==> config.mk <==
export PLATFORM = sky130hd
export DESIGN_NAME = gat_stage_scheduler
export DESIGN_NICKNAME = d
export VERILOG_FILES = /design/src/rtl/gat_pkg.sv /design/src/rtl/gat_stage_scheduler_stage_tracker.sv /design/src/rtl/gat_stage_scheduler.sv
export SDC_FILE = /design/constraint.sdc
export NUM_CORES = 1
export LEC_CHECK = 0
export ABC_AREA = 1
export BUFFER_PORTS_ARGS = -buffer_cell sky130_fd_sc_hd__buf_2
export CAP_MARGIN = 25
export CORE_MARGIN = 1
export CORE_UTILIZATION = 46
export DETAILED_ROUTE_END_ITERATION = 16
export GPL_TIMING_DRIVEN = 0
export PLACE_DENSITY = 0.76
export SLEW_MARGIN = 20
export SYNTH_ARGS = -nofsm -noshare
export SYNTH_HDL_FRONTEND = slang
export SYNTH_SLANG_ARGS = --single-unit
==> constraint.sdc <==
create_clock -name clk -period 7.6 [get_ports clk]
set_clock_uncertainty 0.15 [all_clocks]
set_input_delay 2.28 -clock clk [delete_from_list [all_inputs] [get_ports clk]]
set_output_delay 2.28 -clock clk [all_outputs]
set_load 0.02 [all_outputs]
==> src/rtl/gat_pkg.sv <==
// Shared types and constants for the GAT stage scheduler and its debug readout.
// Latency: none (declarations only).
// Backpressure: not applicable.
package gat_pkg;

  // Scheduler FSM states; the encoding is visible in status_o[3:0].
  typedef enum logic [2:0] {
    ST_IDLE      = 3'd0,
    ST_SPMM      = 3'd1,
    ST_ATTN      = 3'd2,
    ST_LAYER_END = 3'd3,
    ST_FIN       = 3'd4
  } sched_state_e;

  // Stage indices used for the go/done/perf vectors.
  localparam int STG_SPMM = 0;
  localparam int STG_DMVM = 1;
  localparam int STG_SM   = 2;
  localparam int STG_AGGR = 3;
  localparam int NUM_STG  = 4;

  // Status word bit positions, shared with the debug readout decoder.
  localparam int STAT_STATE_LSB = 0;
  localparam int STAT_STATE_W   = 4;
  localparam int STAT_AGGR_SEEN = 4;
  localparam int STAT_SM_SEEN   = 5;
  localparam int STAT_DMVM_SEEN = 6;
  localparam int STAT_SPMM_SEEN = 7;
  localparam int STAT_BUSY      = 8;
  localparam int STAT_ERR       = 9;

  // Width of the layer index; a single-layer build still gets one bit.
  function automatic int layer_w(input int n);
    return (n > 1) ? $clog2(n) : 1;
  endfunction

endpackage

==> src/rtl/gat_stage_scheduler_stage_tracker.sv <==
// Per-stage node tracker: issued/completed counts, idle, eligibility, go/node regs, spurious-done detect.
// Latency: done_i in cycle t allows the next go to be visible at t+1 (eligibility uses post-done counts).
// Backpressure: one node in flight; a new go is issued only once the previous node has completed.
module stage_tracker
  import gat_pkg::*;
#(
  parameter int NODE_W = 16
) (
  input  logic              clk,
  input  logic              rst_n,
  input  logic              clr,
  input  logic              en,
  input  logic [NODE_W:0]   limit,
  input  logic              done,
  output logic              go,
  output logic [NODE_W-1:0] node,
  output logic [NODE_W:0]   cmpl_nxt,
  output logic              idle,
  output logic              spur
);

  logic [NODE_W:0] issued;
  logic [NODE_W:0] completed;
  logic            elig;

  // A done while idle is spurious and never moves the completed count.
  always_comb begin
    idle     = (issued == completed);
    spur     = done && idle;
    cmpl_nxt = completed + {{NODE_W{1'b0}}, (done && !idle)};
    elig     = en && (issued == cmpl_nxt) && (issued < limit);
  end

  // Counters and go/node registers; node holds its value between gos.
  always_ff @(posedge clk or negedge rst_n) begin
    if (!rst_n) begin
      issued    <= '0;
      completed <= '0;
      go        <= 1'b0;
      node      <= '0;
    end else if (clr) begin
      issued    <= '0;
      completed <= '0;
      go        <= 1'b0;
    end else begin
      issued    <= issued + {{NODE_W{1'b0}}, elig};
      completed <= cmpl_nxt;
      go        <= elig;
      if (elig) begin
        node <= issued[NODE_W-1:0];
      end
    end
  end

endmodule

==> src/rtl/gat_stage_scheduler.sv <==
// Sequences SPMM (per-layer barrier) then DMVM/softmax/aggregation (node wavefront) over all layers.
// Latency: start -> busy +1, first spmm go +2; last aggr done -> next layer go / done_o +3.
// Backpressure: each stage waits for its own done and its upstream completions; start ignored when busy.
// Optional per-stage busy-cycle counters on perf_o are built when GAT_SCHED_PERF_CNT_EN is defined.
module gat_stage_scheduler
  import gat_pkg::*;
#(
  parameter int NUM_NODES  = 2708,
  parameter int NUM_LAYERS = 2,
  parameter int NODE_W     = 16,
  parameter int CNT_W      = 32
) (
  input  logic                           clk,
  input  logic                           rst_n,
  input  logic                           start_i,
  output logic                           busy_o,
  output logic                           done_o,
  output logic [layer_w(NUM_LAYERS)-1:0] layer_o,
  output logic                           spmm_go_o,
  output logic                           dmvm_go_o,
  output logic                           sm_go_o,
  output logic                           aggr_go_o,
  output logic [NODE_W-1:0]              spmm_node_o,
  output logic [NODE_W-1:0]              dmvm_node_o,
  output logic [NODE_W-1:0]              sm_node_o,
  output logic [NODE_W-1:0]              aggr_node_o,
  input  logic                           spmm_done_i,
  input  logic                           dmvm_done_i,
  input  logic                           sm_done_i,
  input  logic                           aggr_done_i,
  output logic                           err_o,
  output logic [31:0]                    status_o,
  output logic [4*CNT_W-1:0]             perf_o
);

  localparam int              LW         = layer_w(NUM_LAYERS);
  localparam logic [NODE_W:0] NODES      = (NODE_W+1)'(NUM_NODES);
  localparam logic [LW-1:0]   LAST_LAYER = LW'(NUM_LAYERS - 1);

  sched_state_e state, state_nxt;
  logic clr, spmm_en, attn_en, accept, layer_step, fin;

  logic [NUM_STG-1:0] done_in, go, spur, idle, en;
  logic [NUM_STG-1:0] seen;
  logic [NODE_W:0]    limit    [NUM_STG];
  logic [NODE_W:0]    cmpl_nxt [NUM_STG];
  logic [NODE_W-1:0]  node     [NUM_STG];

  logic busy, done_p, err;
  logic [LW-1:0] layer;

  assign done_in = {aggr_done_i, sm_done_i, dmvm_done_i, spmm_done_i};

  // SPMM and DMVM walk the whole node list; SM and AGGR trail their upstream completions.
  always_comb begin
    limit[STG_SPMM] = NODES;
    limit[STG_DMVM] = NODES;
    limit[STG_SM]   = cmpl_nxt[STG_DMVM];
    limit[STG_AGGR] = cmpl_nxt[STG_SM];
    en              = {attn_en, attn_en, attn_en, spmm_en};
  end

  for (genvar g = 0; g < NUM_STG; g++) begin : g_trk
    stage_tracker #(.NODE_W(NODE_W)) u_trk (
      .clk      (clk),
      .rst_n    (rst_n),
      .clr      (clr),
      .en       (en[g]),
      .limit    (limit[g]),
      .done     (done_in[g]),
      .go       (go[g]),
      .node     (node[g]),
      .cmpl_nxt (cmpl_nxt[g]),
      .idle     (idle[g]),
      .spur     (spur[g])
    );
  end

  // FSM state register.
  always_ff @(posedge clk or negedge rst_n) begin
    if (!rst_n) state <= ST_IDLE;
    else        state <= state_nxt;
  end

  // Next-state and per-state control strobes.
  always_comb begin
    state_nxt  = state;
    clr        = 1'b0;
    spmm_en    = 1'b0;
    attn_en    = 1'b0;
    accept     = 1'b0;
    layer_step = 1'b0;
    fin        = 1'b0;
    case (state)
      ST_IDLE: begin
        if (start_i) begin
          accept    = 1'b1;
          clr       = 1'b1;
          state_nxt = ST_SPMM;
        end
      end
      ST_SPMM: begin
        spmm_en = 1'b1;
        if (cmpl_nxt[STG_SPMM] == NODES) state_nxt = ST_ATTN;
      end
      ST_ATTN: begin
        attn_en = 1'b1;
        if (cmpl_nxt[STG_AGGR] == NODES) state_nxt = ST_LAYER_END;
      end
      ST_LAYER_END: begin
        clr        = 1'b1;
        layer_step = 1'b1;
        state_nxt  = (layer == LAST_LAYER) ? ST_FIN : ST_SPMM;
      end
      ST_FIN: begin
        fin       = 1'b1;
        state_nxt = ST_IDLE;
      end
      default: state_nxt = ST_IDLE;
    endcase
  end

  // Run-level registers: busy, done pulse, layer index, sticky error and seen flags.
  always_ff @(posedge clk or negedge rst_n) begin
    if (!rst_n) begin
      busy   <= 1'b0;
      done_p <= 1'b0;
      layer  <= '0;
      err    <= 1'b0;
      seen   <= '0;
    end else begin
      done_p <= fin;
      if (accept)   busy <= 1'b1;
      else if (fin) busy <= 1'b0;
      // Final layer wraps to 0 so layer_o idles at the reset value.
      if (layer_step) layer <= (layer == LAST_LAYER) ? '0 : layer + LW'(1);
      if (accept)     err <= 1'b0;
      else if (|spur) err <= 1'b1;
      if (accept) seen <= '0;
      else        seen <= seen | go;
    end
  end

  assign busy_o      = busy;
  assign done_o      = done_p;
  assign layer_o     = layer;
  assign err_o       = err;
  assign spmm_go_o   = go[STG_SPMM];
  assign dmvm_go_o   = go[STG_DMVM];
  assign sm_go_o     = go[STG_SM];
  assign aggr_go_o   = go[STG_AGGR];
  assign spmm_node_o = node[STG_SPMM];
  assign dmvm_node_o = node[STG_DMVM];
  assign sm_node_o   = node[STG_SM];
  assign aggr_node_o = node[STG_AGGR];

  // Status word is a plain concatenation of flop outputs.
  always_comb begin
    status_o                                    = '0;
    status_o[STAT_STATE_LSB +: STAT_STATE_W]    = {1'b0, state};
    status_o[STAT_AGGR_SEEN]                    = seen[STG_AGGR];
    status_o[STAT_SM_SEEN]                      = seen[STG_SM];
    status_o[STAT_DMVM_SEEN]                    = seen[STG_DMVM];
    status_o[STAT_SPMM_SEEN]                    = seen[STG_SPMM];
    status_o[STAT_BUSY]                         = busy;
    status_o[STAT_ERR]                          = err;
  end

`ifdef GAT_SCHED_PERF_CNT_EN
  logic [CNT_W-1:0] perf [NUM_STG];

  // Saturating busy-cycle counters, restarted on every accepted run.
  always_ff @(posedge clk or negedge rst_n) begin
    if (!rst_n) begin
      for (int k = 0; k < NUM_STG; k++) perf[k] <= '0;
    end else begin
      for (int k = 0; k < NUM_STG; k++) begin
        if (accept)                          perf[k] <= '0;
        else if (!idle[k] && (perf[k] != '1)) perf[k] <= perf[k] + CNT_W'(1);
      end
    end
  end

  // Pack counters into perf_o by stage index.
  always_comb begin
    perf_o = '0;
    for (int k = 0; k < NUM_STG; k++) perf_o[k*CNT_W +: CNT_W] = perf[k];
  end
`else
  logic unused_idle;
  assign unused_idle = &{1'b0, idle};
  assign perf_o      = '0;
`endif

endmodule

=== Word-level counts from Yosys, hierarchy flattened ===
Index checks and enable logic that the tools add are counted.

* Memory bits (writable): 0
* Register bits after elaboration: 215
* Memory bits (read-only): 0
* Memories kept: 0
* Bits in latches: 0
* Logic and storage cells: 113

* Div/mod/pow operators: 0
* Magnitude comparators: 4
* Mux-type cells: 30
* Add/sub/neg operators: 9
* Multipliers: 0
* Reductions and logical operators: 29
* Eq/ne operators: 17
* Bitwise operators: 2
* Shift operators: 0

{| class="wikitable"
|+ Operators by type and width
! operator !! count
|-
| $add 17x1->17 || 8
|-
| $eq 17x17->1 || 8
|-
| $mux 17 || 8
|-
| $eq 17x12->1 const B || 2
|-
| $lt 17x12->1 const B || 2
|-
| $lt 17x17->1 || 2
|-
| $logic_and 1x1->1 || 16
|-
| $mux 1 || 15
|-
| $mux 3 || 4
|-
| $pmux 3 s4 || 1
|-
| $reduce_and 2->1 || 4
|-
| $eq 3x2->1 const B || 2
|-
| $ne 2x2->1 const B || 3
|-
| $logic_not 1->1 || 4
|-
| $mux 4 || 1
|-
| $or 4x4->4 || 1
|-
| $reduce_bool 2->1 || 2
|-
| $reduce_or 4->1 || 1
|-
| $eq 3x1->1 const B || 1
|-
| $eq 3x3->1 const B || 1
|-
| $logic_not 3->1 || 1
|-
| $reduce_and 3->1 || 1
|-
| $pmux 1 s2 || 1
|-
| $add 1x1->1 const B || 1
|-
| $not 1->1 || 1
|}

=== Logic depth before layout (Yosys ltp) ===
Gate-level depths: netlist (run 1).

* Word-level depth: 9
* Mapped depth: 39
* Mapped depth without buffers: 38

=== Cells and area by module ===
A second synthesis (run 1) with hierarchy kept.

* Cells, all modules: 2224
* Area, all modules: 15800.2 um2

{| class="wikitable"
|+ By module, submodules not included
! module !! times used !! sequential area each (um2) !! cells an instance !! area each (um2)
|-
| stage_tracker (g_trk[0].u_trk ...) || 3 || 1276.2 || 494 || 3493.4
|-
| stage_tracker (g_trk[1].u_trk) || 1 || 1276.2 || 507 || 3568.4
|-
| gat_stage_scheduler || 1 || 275.3 || 235 || 1751.7
|}

=== Worst setup path after synthesis (run 1) ===
OpenSTA, ideal clock, no wires.

* Path type: input port to flip-flop
* From: input dmvm_done_i
* To: register g_trk[2].u_trk.issued[12]
* Library setup time: 0.094 ns
* Slack: 1.089 ns
* Arrival: 6.267 ns
* Data required time: 7.356 ns
* Buffers on the path: 1
* Stages: 32
* Cells stage by stage: a21boi_0 -> ha_1 -> ha_1 -> nand2_1 -> nor2_4 -> nand4_4 -> nor2_4 -> nand2_1 -> xor2_1 -> ha_1 -> nand2_1 -> inv_1 -> nor3_1 -> nand4_1 -> nor2_1 -> nand3_1 -> nor2_4 -> nand3_4 -> buf_6 -> inv_1 -> ha_1 -> ha_1 -> nand3_1 -> nor2_1 -> nand2_1 -> nor2_1 -> nand2_1 -> nor2_1 -> nand2_1 -> nor2_1 -> nand2_1 -> a211oi_1

* Word-level cells in the longest chain between the ends: 6

{| class="wikitable"
|+ RTL lines
! what !! line !! text
|-
| start, declared || gat_stage_scheduler.sv:28 || <nowiki>input logic dmvm_done_i,</nowiki>
|-
| $logic_and 1x1->1 || gat_stage_scheduler_stage_tracker.sv:30 || <nowiki>cmpl_nxt = completed + {{NODE_W{1'b0}}, (done && !idle)};</nowiki>
|-
| $add 17x1->17 || gat_stage_scheduler_stage_tracker.sv:30 ||
|-
| $lt 17x17->1 || gat_stage_scheduler_stage_tracker.sv:31 || <nowiki>elig = en && (issued == cmpl_nxt) && (issued < limit);</nowiki>
|-
| $logic_and 1x1->1 || gat_stage_scheduler_stage_tracker.sv:31 ||
|-
| $add 17x1->17 || gat_stage_scheduler_stage_tracker.sv:46 || <nowiki>issued <= issued + {{NODE_W{1'b0}}, elig};</nowiki>
|-
| $mux 17 || gat_stage_scheduler_stage_tracker.sv:41 || <nowiki>end else if (clr) begin</nowiki>
|-
| end signal, assigned || gat_stage_scheduler_stage_tracker.sv:46 ||
|-
| end, declared || gat_stage_scheduler_stage_tracker.sv:22 || <nowiki>logic [NODE_W:0] issued;</nowiki>
|}

Every way passes these cells.
A chain may end at the register's enable or synchronous reset.

=== Worst setup path in the final report (run 1) ===
Same ends and word-level chain as after synthesis.

==> results_dict.tcl, run 1 <==
set metrics [dict create \
    outcome "finished, final reports clean" \
    synth-xor-area-share_pct 7.97 \
    grt.busiest_layer "met2" \
    p_per_area_nw_per_um2 182 \
    cpMaxStageDelayCell "sky130_fd_sc_hd__ha_1" \
    worst-r2r-cell-count 37 \
    place.gp.congestion 0.951 \
    count_of_hold_buffers_inserted_by_post_cts_repair 0 \
    grtUsageMet2_pct 38.5 \
    post-layout-total-power_mw 3.06 \
    die_area_um2 31800 \
    fp.coreArea_um2 30600 \
    vdd_drop_max_mv 0.167 \
    io_buffer_count 87 \
    synthesis.area_um2 14300 \
    die-height_um 178 \
    path_class "in2reg" \
    place.detailed.instances 2492 \
    route.vias.total 12310 \
    chipWidth_um 178 \
    synth-seq-cells 215 \
    largest_family_of_logic_cells_by_synthesized_area "simple AND/OR/NAND/NOR gates" \
    source_to_sink_clock_delay_at_the_later_pin_of_the_worst_skew_pair_ns 0.54 \
    synth.mux.area_fraction_pct 0 \
    f_max_mhz 140 \
    clockBufferDepth 3 \
    worst_setup_hold_path_clk_slew_ns 0.06 \
    place_worst_setup_slack_ns -0.0623 \
    grt_use_total_pct 22.8 \
    min_period_over_period_pct 93.7 \
    number_of_enable_flip_flop_cells_after_synthesis 0 \
    synth.avg_cell_area_um2 7.69 \
    core.rowCount 64 \
    cts_buffers 26 \
    grt_use_met3_pct 2.56 \
    p_sw_mw 0.864 \
    slew_headroom_pct 33.9 \
    postSynthCellCount 1857 \
    synth_top_cells_by_area "sky130_fd_sc_hd__dfrtp_1 (38%), sky130_fd_sc_hd__nand2_1 (11%), sky130_fd_sc_hd__buf_4 (8.1%), sky130_fd_sc_hd__nor2_1 (6.2%), sky130_fd_sc_hd__xor2_1 (4.6%)" \
    instances_no_fill 2540 \
    num-nets-final 2179 \
    firstDrtPassIters 5 \
    critical_path_peak_fanout 10 \
    number_of_antenna_violations_at_the_first_check_in_global_routing 0 \
    timing.critical_path.slowest_cell_delay_ns 0.29 \
    floorplan.io_pins 239 \
    synth.distinct_cells 46 \
    synth.largest_area_cell "sky130_fd_sc_hd__dfrtp_1" \
    yosysTopAreaCellShare_pct 37.7 \
    synth_top_flop_cell "sky130_fd_sc_hd__dfrtp_1" \
    fin_tns_setup_ns 0 \
    yosysSeqAreaShare_pct 37.7 \
    grt.met1_usage_pct 30.3 \
    final_count_of_pins_violating_max_slew 0 \
    floorplan.initialDensity_pct 46.7 \
    pin_count_of_the_biggest_net_entering_global_routing 102 \
    finalSetupViolations 0 \
    period_minus_slack_ns 7.12 \
    r2r_start "g_trk[1].u_trk.issued[9]" \
    avgViaCountPerCell 4.85 \
    synth-simple-area-share_pct 31.2 \
    crit_path_start "dmvm_done_i" \
    final_hold_violation_count 0 \
    worst_slack_ns 0.477 \
    number_of_remaining_drc_errors 0 \
    unrepaired_setup_endpoints_after_global_routing "no" \
    route.antenna.remaining_nets 0 \
    total_leakage_power_nw 9.23 \
    ys_warn_count 0 \
    intPower_mw 2.20 \
    worst_slew_pin_slew_ns 0.992 \
    reg2reg_to "g_trk[2].u_trk.issued[12]" \
    layout.cells.most_common "sky130_fd_sc_hd__nand2_1" \
    first_global_vias 11438 \
    layout_common_cells "sky130_fd_sc_hd__nand2_1 (424), sky130_fd_sc_hd__nor2_1 (236), sky130_fd_sc_hd__dfrtp_1 (215)" \
    critical_path.startpoint_type "input pin" \
    combPwrFrac_pct 15.1 \
    cap_violations 0 \
    syn2layout_area_growth_pct 17.6 \
    cts_htree_levels 1 \
    hp-class "reg2reg" \
    grt_pass1_wl_um 57900 \
    number_of_drc_violations_after_detailed_routing_iteration_0 726 \
    fillCellCount 2894 \
    fin_hold_ws_ns 0.313 \
    cp_num_cells 33 \
    clock-sinks 215 \
    critical_path.endpoint_type "flop" \
    cts.root.buffer_cell "sky130_fd_sc_hd__clkbuf_16" \
    share_clk_of_total_power_pct 44.5 \
    worst-r2r-setup-slack_ns 1.14 \
    worst-endpoint-required_ns 7.89 \
    synth_compound_gate_area_share_pct 4.43 \
    dp_hpwl_um 27700 \
    final_layout_size_suffix_gt1_share_pct 18.3 \
    worst_ep_arrival_time_ns 7.41 \
    synth_adder_area_share_pct 4.20 \
    cts_tree "done" \
    grt.overflow.total 0 \
    asyncSetResetFlopFracSynth_pct 100 \
    critical_path_buf_inv_count 4 \
    worstSetupEndpoint "g_trk[2].u_trk.issued[12]" \
    wirelength_um 36100 \
    cp_common_cell "sky130_fd_sc_hd__nand2_1" \
    post_drt_wl_per_cell_um 14.2 \
    share_seq_of_total_power_pct 40.5 \
    timing.critical_path.max_delay_family "simple AND/OR/NAND/NOR gates" \
    swShare_pct 28.2 \
    diodes 0 \
]
[power groups by stage]
stage	logic, mW	registers [mW]	clock network (mW)
global route	0.520	1.25	1.43
floorplan	0.343	1.27	0
finish	0.462	1.24	1.36
global placement	0.444	1.26	0
detailed placement	0.460	1.26	0
CTS	0.463	1.24	1.39
[cell families (layout without fill, tap and decap cells)]
group           count (synthesis)  after routing
simple gates                  967            967
xor+xnor                      130            130
buf+inv                       385            522
compound gates                111            111
fa+ha+maj                      48             48
other cells                     1            151
flops                         215            215
[registers in the layout, summed over array words and instances, names as in the netlist]
name                   count
g_trk.u_trk.completed     68
g_trk.u_trk.issued        68
g_trk.u_trk.node          64
g_trk.u_trk.go             4
seen                       4
state                      3
busy_o                     1
done_o                     1
err_o                      1
layer_o                    1
[per-layer routing]
| layer | vias up | share of wire, % | routed length [um] |
|---|---|---|---|
| met5 | - | 0 | 0 |
| met4 | 0 | 3.0 | 1090 |
| li1 | 6181 | - | - |
| met2 | 387 | 47 | 17100 |
| met1 | 5677 | 45 | 16100 |
| met3 | 65 | 5.1 | 1820 |
[per-stage QoR]
| stage | area [um2] | utilization [%] |
|---|---|---|
| finish | 16800 | 54.9 |
| global route | 16800 | 54.9 |
| CTS | 16800 | 54.9 |
| detailed placement | 15800 | 51.8 |
| global placement | 15800 | 51.6 |
| floorplan | 14900 | - |
[synthesized netlist by cell type, types with 2 or more instances]
cell,instances
sky130_fd_sc_hd__dfrtp_1,215
sky130_fd_sc_hd__nor3_1,52
sky130_fd_sc_hd__nand3b_1,12
sky130_fd_sc_hd__inv_2,16
sky130_fd_sc_hd__buf_4,155
sky130_fd_sc_hd__a31oi_1,2
sky130_fd_sc_hd__o21ai_1,11
sky130_fd_sc_hd__nor2_1,236
sky130_fd_sc_hd__buf_6,4
sky130_fd_sc_hd__nand4_4,2
sky130_fd_sc_hd__nor4_1,8
sky130_fd_sc_hd__nand3_2,7
sky130_fd_sc_hd__o21bai_2,2
sky130_fd_sc_hd__a211oi_1,9
sky130_fd_sc_hd__nand2_1,424
sky130_fd_sc_hd__clkbuf_1,30
sky130_fd_sc_hd__nand3_1,79
sky130_fd_sc_hd__ha_1,48
sky130_fd_sc_hd__nand3_4,2
sky130_fd_sc_hd__nand2_2,12
sky130_fd_sc_hd__nor3b_1,13
sky130_fd_sc_hd__nor3_2,2
sky130_fd_sc_hd__clkinv_1,2
sky130_fd_sc_hd__inv_1,160
sky130_fd_sc_hd__xnor2_1,55
sky130_fd_sc_hd__o21a_1,3
sky130_fd_sc_hd__o21ai_0,27
sky130_fd_sc_hd__nor2_2,13
sky130_fd_sc_hd__a21oi_1,44
sky130_fd_sc_hd__nand4_1,79
sky130_fd_sc_hd__xor2_1,75
sky130_fd_sc_hd__nor2_4,13
sky130_fd_sc_hd__or2_2,6
sky130_fd_sc_hd__o21bai_1,10
sky130_fd_sc_hd__buf_2,18
[tightest hold or removal path, cell delays in order, from the launching register on]
cell,delay (ns)
sky130_fd_sc_hd__dfrtp_1,0.34
sky130_fd_sc_hd__nand2_1,0.05
sky130_fd_sc_hd__nand2_1,0.04
[what timing repair did]
item	4_1_cts	5_1_grt
endpoints found under the setup margin	0	3
gates resized for setup	0	2
setup buffers	0	0
[worst min-delay path by stage]
stage | cells after the start | slack, ns | to | start
after floorplan | 2 | 0.37 | g_trk[0].u_trk.node[1] | g_trk[0].u_trk.issued[1]
after global placement | 2 | 0.30 | g_trk[1].u_trk.node[3] | g_trk[1].u_trk.node[3]
after detailed placement | 2 | 0.30 | g_trk[1].u_trk.node[3] | g_trk[1].u_trk.node[3]
after CTS | 2 | 0.32 | g_trk[2].u_trk.node[0] | g_trk[2].u_trk.node[0]
after global routing | 2 | 0.33 | g_trk[1].u_trk.node[5] | g_trk[1].u_trk.node[5]
final | 2 | 0.31 | g_trk[1].u_trk.node[7] | g_trk[1].u_trk.node[7]
[area by class of cell]
| type | count | area (um2) | share of cell area (%) |
|---|---|---|---|
| Multi-Input combinational cell | 1407 | 7400 | 44.0 |
| Sequential cell | 215 | 5380 | 32.0 |
| Buffer | 207 | 1410 | 8.40 |
| Clock buffer | 30 | 707 | 4.21 |
| Inverter | 178 | 668 | 3.98 |
| Timing Repair Buffer | 89 | 500 | 2.98 |
| Tap cell | 396 | 495 | 2.95 |
| Clock inverter | 18 | 240 | 1.43 |
Note: power is estimated with default switching activity, not from simulation.
==> run 2: changes to the inputs <==
--- a/config.mk
+++ b/config.mk
@@ -12,6 +12,7 @@
 export CORE_UTILIZATION = 46
 export DETAILED_ROUTE_END_ITERATION = 16
 export GPL_TIMING_DRIVEN = 0
+export MAX_ROUTING_LAYER = met4
 export PLACE_DENSITY = 0.76
 export SLEW_MARGIN = 20
 export SYNTH_ARGS = -nofsm -noshare
==> results_dict.tcl, run 2 (same netlist as run 1, synthesis figures left out) <==
set metrics [dict create \
    first_global_vias 11535 \
    die-height_um 178 \
    r2r_start "g_trk[1].u_trk.issued[8]" \
    post-layout-total-power_mw 3.00 \
    layout.cells.most_common "sky130_fd_sc_hd__nand2_1" \
    postLayoutCoreUtil_pct 54.7 \
    unrepaired_setup_endpoints_after_global_routing "no" \
    hold_path.startpoint "g_trk[1].u_trk.node[7]" \
    grt.busiest_layer "met2" \
    combPwrFrac_pct 15.4 \
    worst_setup_hold_path_clk_slew_ns 0.06 \
    period_minus_slack_ns 7.11 \
    number_of_drc_violations_after_detailed_routing_iteration_0 791 \
    p_per_area_nw_per_um2 179 \
    count_of_hold_buffers_inserted_by_post_cts_repair 0 \
    wirelength_um 35800 \
    place_worst_setup_slack_ns -0.0365 \
    worst_slew_pin_slew_ns 0.929 \
    grt_pass1_wl_um 58500 \
    cts_buffers 25 \
    io_buffer_count 87 \
    postPlaceCellArea_um2 15800 \
    core.rowCount 64 \
    source_to_sink_clock_delay_at_the_later_pin_of_the_worst_skew_pair_ns 0.55 \
    timing.critical_path.slowest_cell_delay_ns 0.30 \
    critical_path_peak_fanout 10 \
    diodes 0 \
    num-nets-final 2178 \
    fillCellCount 2909 \
    cap_violations 0 \
    worst_ep_arrival_time_ns 7.40 \
    layout_common_cells "sky130_fd_sc_hd__nand2_1 (424), sky130_fd_sc_hd__nor2_1 (236), sky130_fd_sc_hd__dfrtp_1 (215)" \
    grt_use_total_pct 23.7 \
    worst_slack_ns 0.494 \
    finalSetupViolations 0 \
    timing.critical_path.max_delay_family "simple AND/OR/NAND/NOR gates" \
    chipWidth_um 178 \
    cts_htree_levels 1 \
    crit_path_start "dmvm_done_i" \
    reg_top3 "g_trk.u_trk.completed: 68 flops, g_trk.u_trk.issued: 68 flops, g_trk.u_trk.node: 64 flops" \
    route.antenna.remaining_nets 0 \
    p_sw_mw 0.843 \
    floorplan.initialDensity_pct 46.7 \
    intPower_mw 2.15 \
    share_clk_of_total_power_pct 43.1 \
    cts_tree "done" \
    critical_path_buf_inv_count 4 \
    die_area_um2 31800 \
    grt.met1_usage_pct 31.2 \
    route.vias.total 12308 \
    critical_path.endpoint_type "flop" \
    grtUsageMet2_pct 38.4 \
    slew_headroom_pct 38.1 \
    firstDrtPassIters 7 \
    worst-endpoint-required_ns 7.89 \
    dp_hpwl_um 27500 \
    cts.root.buffer_cell "sky130_fd_sc_hd__clkbuf_16" \
    worst-r2r-setup-slack_ns 1.09 \
    total_leakage_power_nw 9.21 \
    clock-sinks 215 \
    final_hold_violation_count 0 \
    swShare_pct 28.1 \
    clockBufferDepth 3 \
    final_layout_size_suffix_gt1_share_pct 18.1 \
    final_count_of_pins_violating_max_slew 0 \
    grt_use_met3_pct 2.66 \
    avgViaCountPerCell 4.85 \
    hp-class "reg2reg" \
    min_period_over_period_pct 93.5 \
    layout.cell_area.non_filler_um2 16700 \
    post_drt_wl_per_cell_um 14.1 \
    place.gp.congestion 0.947 \
    vdd_drop_max_mv 0.156 \
    pin_count_of_the_biggest_net_entering_global_routing 101 \
    syn2layout_area_growth_pct 17.1 \
    path_class "in2reg" \
    f_max_mhz 141 \
    cp_common_cell "sky130_fd_sc_hd__nand2_1" \
    cpMaxStageDelayCell "sky130_fd_sc_hd__ha_1" \
    share_seq_of_total_power_pct 41.5 \
    number_of_remaining_drc_errors 0 \
    number_of_antenna_violations_at_the_first_check_in_global_routing 0 \
    postCtsSetupBuffers 0 \
    fin_hold_ws_ns 0.311 \
    critical_path.startpoint_type "input pin" \
    fp.coreArea_um2 30600 \
    grt.overflow.total 0 \
    floorplan.io_pins 239 \
    outcome "finished, final reports clean" \
]
-- run 2: layout make-up --
cell class / count / area (um2) / share of cell area [%]
multi-input combinational: 1407 / 7400 / 44.2
clock inverter: 11 / 170 / 1.02
clock buffer: 35 / 713 / 4.26
buffer: 207 / 1410 / 8.43
timing repair buffer: 89 / 500 / 2.99
inverter: 178 / 668 / 3.99
tap: 396 / 495 / 2.96
sequential: 215 / 5380 / 32.1
-- run 2: worst paths after layout --
kind / cells past startpoint / endpoint
max: 33 / g_trk[2].u_trk.issued[12]
min: 2 / g_trk[1].u_trk.node[7]
max reg2reg: 37 / g_trk[2].u_trk.issued[12]
min reg2reg: 2 / g_trk[1].u_trk.node[7]
max in group asynchronous: 3 / g_trk[1].u_trk.node[7]
min in group asynchronous: 1 / g_trk[3].u_trk.node[9]
-- run 2: stage by stage --
stage	std cells	TNS, ns
CTS	2538	0
global placement	2490	0
finish	2538	0
floorplan	2007	0
detailed placement	2492	-0.0365
global route	2538	0
-- run 2: timing repair --
action	4_1_cts	5_1_grt
endpoints found under the setup margin	0	1
gates resized for setup	0	1
endpoints found under the hold margin	0	0
-- run 2: routing by layer --
layer	share of wire [%]	routed length, um	vias to the layer above
met3	5.4	1920	76
met2	47	16800	384
met1	45	16100	5666
li1	-	-	6182
met4	3.0	1070	0
met5	0	0	-
-- run 2: worst reg2reg max path: cells and delay by family (launching register included) --
family | cells | cell delay (ns)
simple gates | 24 | 3.19
xor+xnor | 2 | 0.53
flops | 1 | 0.32
buf+inv | 4 | 0.69
fa+ha+maj | 5 | 1.09
compound gates | 2 | 0.46
-- run 2: power groups by stage --
stage                     Combinational [mW]  Sequential [mW]  Clock, mW
after floorplan                        0.343             1.27          0
after detailed placement               0.460             1.26          0
after global routing                   0.518             1.25       1.35
after CTS                              0.462             1.24       1.31
after global placement                 0.446             1.26          0
final                                  0.461             1.24       1.29
